==> src/rtl/arm_core_pkg.sv <==
// Shared ARM-subset core definitions: ALU command encodings, ID/EX control bundle, field widths.
package arm_core_pkg;

    localparam int ARCH_REG_AW = 4;
    localparam int SHIFT_W     = 12;
    localparam int SIMM_W      = 24;
    localparam int CTRL_W      = 9;

    typedef enum logic [3:0] {
        CMD_NOP = 4'b0000,
        CMD_MOV = 4'b0001,
        CMD_ADD = 4'b0010,
        CMD_ADC = 4'b0011,
        CMD_SUB = 4'b0100,
        CMD_SBC = 4'b0101,
        CMD_AND = 4'b0110,
        CMD_ORR = 4'b0111,
        CMD_EOR = 4'b1000,
        CMD_MVN = 4'b1001
    } exec_cmd_e;

    typedef struct packed {
        exec_cmd_e exec_cmd;
        logic      mem_read;
        logic      mem_write;
        logic      wb_en;
        logic      b_jump;
        logic      update_s;
    } ctrl_t;

endpackage

==> src/rtl/pipe_field_reg.sv <==
// Generic pipeline field register: async active-low reset, then clear > hold > load on each edge.
module pipe_field_reg #(
    parameter int W = 1
) (
    input  logic         clk,
    input  logic         rst_n,
    input  logic         i_hold,
    input  logic         i_clear,
    input  logic [W-1:0] i_d,
    output logic [W-1:0] o_q
);

    logic [W-1:0] r_q;

    always_ff @(posedge clk or negedge rst_n) begin
        if (!rst_n) begin
            r_q <= '0;
        end else if (i_clear) begin
            r_q <= '0;
        end else if (!i_hold) begin
            r_q <= i_d;
        end
    end

    assign o_q = r_q;

endmodule

==> src/rtl/id_ex_stage_reg.sv <==
// ID->EX pipeline register with freeze, flush and valid tracking.
// Optional perf counters enabled by defining ID_EX_PERF_CNT_EN.
module id_ex_stage_reg
    import arm_core_pkg::*;
#(
    parameter int DATA_W = 32,
    parameter int REG_AW = ARCH_REG_AW,
    parameter int CNT_W  = 16
) (
    input  logic               clk,
    input  logic               rst_n,
    input  logic               freeze,
    input  logic               flush,
    input  logic               id_valid,
    input  logic [3:0]         id_exec_cmd,
    input  logic               id_mem_read,
    input  logic               id_mem_write,
    input  logic               id_wb_en,
    input  logic               id_b_jump,
    input  logic               id_update_s,
    input  logic [DATA_W-1:0]  id_pc,
    input  logic [DATA_W-1:0]  id_val_rn,
    input  logic [DATA_W-1:0]  id_val_rm,
    input  logic               id_imm,
    input  logic [SHIFT_W-1:0] id_shift_op,
    input  logic [SIMM_W-1:0]  id_simm24,
    input  logic [REG_AW-1:0]  id_dest,
    input  logic [REG_AW-1:0]  id_src1,
    input  logic [REG_AW-1:0]  id_src2,
    input  logic               id_carry,
    output logic               ex_valid,
    output logic [3:0]         ex_exec_cmd,
    output logic               ex_mem_read,
    output logic               ex_mem_write,
    output logic               ex_wb_en,
    output logic               ex_b_jump,
    output logic               ex_update_s,
    output logic [DATA_W-1:0]  ex_pc,
    output logic [DATA_W-1:0]  ex_val_rn,
    output logic [DATA_W-1:0]  ex_val_rm,
    output logic               ex_imm,
    output logic [SHIFT_W-1:0] ex_shift_op,
    output logic [SIMM_W-1:0]  ex_simm24,
    output logic [REG_AW-1:0]  ex_dest,
    output logic [REG_AW-1:0]  ex_src1,
    output logic [REG_AW-1:0]  ex_src2,
    output logic               ex_carry,
    output logic [CNT_W-1:0]   perf_stall_cnt,
    output logic [CNT_W-1:0]   perf_flush_cnt
);

    localparam int DP_W = 3 * DATA_W + 1 + SHIFT_W + SIMM_W + 3 * REG_AW + 1;

    ctrl_t             w_ctrl_in;
    ctrl_t             w_ctrl_gated;
    ctrl_t             w_ctrl_q;
    logic [CTRL_W:0]   w_ctrl_reg_q;
    logic [DP_W-1:0]   w_dp_d;
    logic [DP_W-1:0]   w_dp_q;

    assign w_ctrl_in.exec_cmd  = exec_cmd_e'(id_exec_cmd);
    assign w_ctrl_in.mem_read  = id_mem_read;
    assign w_ctrl_in.mem_write = id_mem_write;
    assign w_ctrl_in.wb_en     = id_wb_en;
    assign w_ctrl_in.b_jump    = id_b_jump;
    assign w_ctrl_in.update_s  = id_update_s;

    // A bubble must carry no side effects, so its controls are zeroed before capture.
    assign w_ctrl_gated = id_valid ? w_ctrl_in : '0;

    pipe_field_reg #(
        .W(CTRL_W + 1)
    ) u_ctrl_reg (
        .clk    (clk),
        .rst_n  (rst_n),
        .i_hold (freeze),
        .i_clear(flush),
        .i_d    ({id_valid, w_ctrl_gated}),
        .o_q    (w_ctrl_reg_q)
    );

    assign w_dp_d = {id_pc, id_val_rn, id_val_rm, id_imm, id_shift_op, id_simm24,
                     id_dest, id_src1, id_src2, id_carry};

    // Datapath is meaningless once flushed, so it simply keeps loading instead of clearing.
    pipe_field_reg #(
        .W(DP_W)
    ) u_dp_reg (
        .clk    (clk),
        .rst_n  (rst_n),
        .i_hold (freeze & ~flush),
        .i_clear(1'b0),
        .i_d    (w_dp_d),
        .o_q    (w_dp_q)
    );

    assign ex_valid     = w_ctrl_reg_q[CTRL_W];
    assign w_ctrl_q     = ctrl_t'(w_ctrl_reg_q[CTRL_W-1:0]);
    assign ex_exec_cmd  = w_ctrl_q.exec_cmd;
    assign ex_mem_read  = w_ctrl_q.mem_read;
    assign ex_mem_write = w_ctrl_q.mem_write;
    assign ex_wb_en     = w_ctrl_q.wb_en;
    assign ex_b_jump    = w_ctrl_q.b_jump;
    assign ex_update_s  = w_ctrl_q.update_s;

    assign {ex_pc, ex_val_rn, ex_val_rm, ex_imm, ex_shift_op, ex_simm24,
            ex_dest, ex_src1, ex_src2, ex_carry} = w_dp_q;

`ifdef ID_EX_PERF_CNT_EN
    logic [CNT_W-1:0] r_stall_cnt;
    logic [CNT_W-1:0] r_flush_cnt;
    logic             w_kill_valid;

    // The instruction a flush kills is the held one under freeze, otherwise the incoming one.
    assign w_kill_valid = flush & (freeze ? ex_valid : id_valid);

    always_ff @(posedge clk or negedge rst_n) begin
        if (!rst_n) begin
            r_stall_cnt <= '0;
            r_flush_cnt <= '0;
        end else begin
            if (freeze && (r_stall_cnt != {CNT_W{1'b1}})) begin
                r_stall_cnt <= r_stall_cnt + 1'b1;
            end
            if (w_kill_valid && (r_flush_cnt != {CNT_W{1'b1}})) begin
                r_flush_cnt <= r_flush_cnt + 1'b1;
            end
        end
    end

    assign perf_stall_cnt = r_stall_cnt;
    assign perf_flush_cnt = r_flush_cnt;
`else
    assign perf_stall_cnt = '0;
    assign perf_flush_cnt = '0;
`endif

endmodule

==> config.mk <==
export PLATFORM = sky130hd
export DESIGN_NAME = id_ex_stage_reg
export DESIGN_NICKNAME = d
export VERILOG_FILES = /design/src/rtl/arm_core_pkg.sv /design/src/rtl/pipe_field_reg.sv /design/src/rtl/id_ex_stage_reg.sv
export SDC_FILE = /design/constraint.sdc
export NUM_CORES = 1
export LEC_CHECK = 0
export ABC_AREA = 0
export CAP_MARGIN = 40
export CORE_AREA = 2 2 136 138
export CTS_BUF_LIST = sky130_fd_sc_hd__clkbuf_8
export CTS_CLUSTER_SIZE = 14
export DETAILED_ROUTE_END_ITERATION = 8
export DIE_AREA = 0 0 138 140
export PLACE_DENSITY = 0.85
export SLEW_MARGIN = 15
export SYNTH_ARGS = -nofsm -noshare
export SYNTH_HDL_FRONTEND = slang
export SYNTH_HIERARCHICAL = 1
export SYNTH_SLANG_ARGS = --single-unit
==> constraint.sdc <==
create_clock -name clk -period 1 [get_ports clk]
set_clock_uncertainty 0.1 [all_clocks]
set_input_delay 0.1 -clock clk [delete_from_list [all_inputs] [get_ports clk]]
set_output_delay 0.1 -clock clk [all_outputs]
set_load 0.02 [all_outputs]
# ---- Word-level counts from Yosys, hierarchy flattened
# Index checks and enable logic that the tools add are counted.
dict set report totals {
  out_inout_bits 188
  inputBits 160
  word_cells 8
  ff_bits 156
}
dict set report classes {
  bitwise 2
  n_eq_ne 1
  n_mux 3
}
# operator n
set op_table {}
lappend op_table {{$mux W10} 2}
lappend op_table {{$mux W9} 1}
lappend op_table {{$ne A2 B1 Y1 const B} 1}
lappend op_table {{$and A1 B1 Y1} 1}
lappend op_table {{$not A1 Y1} 1}

# ---- Depth between registers and ports, before layout
dict set report depth {
  depth_word 3
  mapped_depth 5
  ltp_nobuf 3
}

# ---- Modules after synthesis
# The synthesis kept the hierarchy.
# module seq_area_each_um2 instances cells_per_inst area_each_um2
set modules_own_cells {}
lappend modules_own_cells {{pipe_field_reg (u_dp_reg)} 3653.5 1 470 6040.8}
lappend modules_own_cells {{pipe_field_reg (u_ctrl_reg)} 250.2 1 32 402.9}
lappend modules_own_cells {id_ex_stage_reg 0.0 1 43 306.5}

# ---- Worst setup path before layout
# OpenSTA, ideal clock, no wires.
dict set report synth_path {
  kind {input port to flip-flop}
  start {input port freeze}
  end {register u_dp_reg.r_q[101] (netlist: u_dp_reg/o_q[101])}
  t_required_ns 0.782
  path_slack_ns -0.173
  arrival_time_ns 0.954
  setup_time_ns 0.118
  path_stages 5
  path_cell_list {nor2b_1 -> buf_6 -> buf_12 -> mux2i_1 -> nor2_1}
}
dict set report synth_between {
  elab_chain_cells 1
}
# item line
set synth_rtl {}
lappend synth_rtl {{start: declaration} id_ex_stage_reg.sv:12} ;# input logic freeze,
lappend synth_rtl {{$and A1 B1 Y1} id_ex_stage_reg.sv:91} ;# .i_hold (freeze & ~flush),
lappend synth_rtl {{end signal: assignment} pipe_field_reg.sv:21} ;# r_q <= i_d;
lappend synth_rtl {{end: declaration} pipe_field_reg.sv:13} ;# logic [W-1:0] r_q;
# No other way between the ends.
# A chain may end at the register's enable or synchronous reset.

# ---- Worst setup path after layout
dict set report layout_path {
  start {register u_dp_reg.r_q[82] (netlist: u_dp_reg/o_q[82])}
  end {output port ex_val_rn[0]}
}
# item line
set layout_rtl {}
lappend layout_rtl {{end: declaration} id_ex_stage_reg.sv:39} ;# output logic [DATA_W-1:0] ex_val_rn,
# No word-level cell between the ends.

==> impl_metrics.ini <==
[outcome]
status = finished, violations left
violations = hold timing, setup timing

[cts]
clockBufferDepth = 2
cts_tree = yes
clk_pin_slew_ns = 0.09
clkLatencyLatePin_ns = 0.45
cts.sinks = 156
cts_made_buffers = 17
root_buffer = clkbuf_8
h-tree-depth = 4

[timing]
rsz0062_at_grt = true
finalSetupViolCount = 176
whs_ns = -0.0208
worst_slack_ns = -0.242
hold_viol_final = 17
fin_crit_ns = 1.24
slew_viol_final = 0
timing.fmax_mhz = 805
finalCritPeriodShare = 1.24

[pwr]
power_density_nw_per_um2 = 1370
swShare = 0.280
switchingPower_uw = 4470
pwr-share-clk = 0.326
ir_drop_mv = 0.886
power.total_uw = 16000
power_leakage_uw = 0.00562
sequentialPowerShare = 0.437
intPower_uw = 11500
p_comb_frac = 0.237

[worst_setup_path]
crit_path_cell_trace = buf_6
slowest_stage = dfrtp_1
critical_path.max_stage_delay_ns = 0.44
crit_buf_inv = 1
cp_max_fo = 2
cp_data_required_time_ns = 0.80
path_delay_family = flip-flops
worstSetupStartpointType = flip-flop
critical_path_arrival_ns = 1.04
critPathCaptureType = primary output
path_class = reg2out

[grt]
grt.overflow.total = 0
first_global_vias = 5888
grt_first_pass_wirelength_mm = 32.2
grtUsageTotal = 0.212
grt_start_max_net_pins = 101
antenna_found_initial = 0

[final_layout]
drive_gt1_frac = 0.329
final_nets = 1131
design_area_um2 = 11600
syn2layout_area_growth_pct = 72.5
n_antenna_cell = 0
nFillCells = 1243

[die]
ios = 348
initial_core_util = 0.380
die_h_um = 140
core_area_um2 = 17800
rows = 49
die_w_um = 138
die-area_um2 = 19300

[routing]
drtAntennaViolNets = 0
via_per_inst = 4.62
first_pass_iters = 4
dr_total_vias = 5601
routed_wl_mm = 21.4
drt_iter0_markers = 242
routedWlPerCell_um = 17.6
route.detailed.drc = 0

[hold_path]
min_path_type = in2async

[synthesis]
synth-seq-cells = 156
yosysWarnings = 6
synth_top_area_share = 0.578
yosys.area.top_type = dfrtp_1
synthTopCellsByArea = dfrtp_1 (58%), mux2i_1 (23%), nor2_1 (8.7%), buf_12 (4.4%), buf_4 (3.6%)
ys_types = 12
avgSynthCellArea_um2 = 12.4
yosysSeqAreaShare = 0.578
syn_inst = 545
synth_area_um2 = 6750

[place]
placed_area_um2 = 10200
place.gp.congestion = 0.780
io_buffers = 315
dpl.hpwl_mm = 13.5

[flow_run]
max_cap_viol_count = 0
-- final timing paths --
check                                                   from                            to  slack (ns)  cells after the start
worst max register to register  u_dp_reg/o_q[75]$_DFFE_PN0P_  u_dp_reg/o_q[75]$_DFFE_PN0P_       -0.17                      3
min in group clk                               id_val_rn[11]  u_dp_reg/o_q[93]$_DFFE_PN0P_        0.15                      3
worst min register to register   u_dp_reg/o_q[4]$_DFFE_PN0P_   u_dp_reg/o_q[4]$_DFFE_PN0P_        0.45                      2
max in group asynchronous                              rst_n  u_dp_reg/o_q[52]$_DFFE_PN0P_        0.27                      3
worst min-delay path                                   rst_n  u_dp_reg/o_q[40]$_DFFE_PN0P_       -0.02                      2
worst max-delay path            u_dp_reg/o_q[82]$_DFFE_PN0P_                  ex_val_rn[0]       -0.24                      1
-- layout make-up --
class                           count  area (µm²)  area share
Timing Repair Buffer              440        4610       0.396
Sequential cell                   156        3900       0.335
Multi-Input combinational cell    356        2420       0.208
Tap cell                          229         287      0.0246
Clock buffer                       17         234      0.0201
Clock inverter                     14         194      0.0167
-- routing by layer --
metal | up-vias | wire, µm | part of all wire | global-route usage
met1 | 2723 | 8150 | 0.38 | 0.250
met4 | 0 | 573 | 0.027 | 0.0671
met5 | - | 0 | 0 | 0
met3 | 37 | 1730 | 0.081 | 0.0684
met2 | 267 | 10900 | 0.51 | 0.367
li1 | 2574 | - | - | -
-- metrics by stage --
| step | setup TNS, ns | setup WS (ns) | util | hold slack, ns | instances |
|---|---|---|---|---|---|
| floorplan | -3.35 | -0.0259 | - | -0.296 | 578 |
| global placement | -111.58 | -0.662 | 0.576 | -0.111 | 1115 |
| detailed placement | -117.51 | -0.728 | 0.576 | -0.114 | 1115 |
| CTS | -33.78 | -0.251 | 0.636 | -0.0523 | 1190 |
| global route | -39.20 | -0.284 | 0.655 | -0.0315 | 1212 |
| finish | -29.63 | -0.242 | 0.655 | -0.0208 | 1212 |
-- kinds of logic after synthesis --
logic type | count (synthesis) | synth area share
buffers and inverters | 66 | 0.0938
flip-flops | 156 | 0.578
other | 1 | 0.000556
AND/OR/NAND/NOR | 166 | 0.0960
multiplexers | 156 | 0.231
-- Yosys cell counts --
| cell | number |
|---|---|
| clkbuf_1 | 11 |
| nor2_1 | 156 |
| conb_1 | 1 |
| buf_6 | 2 |
| and2_1 | 9 |
| buf_2 | 5 |
| nor2b_1 | 1 |
| buf_12 | 15 |
| buf_4 | 32 |
| dfrtp_1 | 156 |
| buf_1 | 1 |
| mux2i_1 | 156 |
-- registers in the layout, indices dropped and copies added (netlist names) --
signal          flops
u_dp_reg/o_q      146
u_ctrl_reg/o_q     10
-- placed cells by master, fill, tap and decap left out --
master and instances:
mux2i_1 146, clkbuf_8 17, buf_6 179, nor2_1 155, inv_6 3, buf_12 12
nor2_2 1, inv_1 1, inv_8 1, and2_1 9, clkdlybuf4s15_1 1, clkdlybuf4s50_1 156
dlygate4sd3_1 2, mux2i_2 6, clkbuf_16 1, dfrtp_1 156, nor2b_4 1, buf_4 84
clkbuf_2 1, buf_16 3, conb_1 34, buf_8 1, clkinvlp_4 3, clkinv_2 2
mux2i_4 4, bufinv_16 4
-- power groups by stage --
stage / combinational [µW] / clock (µW) / sequential [µW]
floorplan: 1100 / 0 / 7470
global placement: 3210 / 0 / 7000
detailed placement: 3270 / 0 / 7020
CTS: 3570 / 5320 / 6960
global route: 4030 / 5640 / 7030
finish: 3790 / 5210 / 6990
-- repair_timing --
| action | 4_1_cts | 5_1_grt |
|---|---|---|
| setup buffers | 47 | 41 |
| gates resized for setup | 940 | 46 |
| hold endpoints to repair | 156 | 30 |
| hold buffers | 1 | 1 |
| cloned | 4 | 1 |
| pin swaps | 8 | 25 |
| setup endpoints to repair | 301 | 230 |
Note: power is estimated with default switching activity, not from simulation.
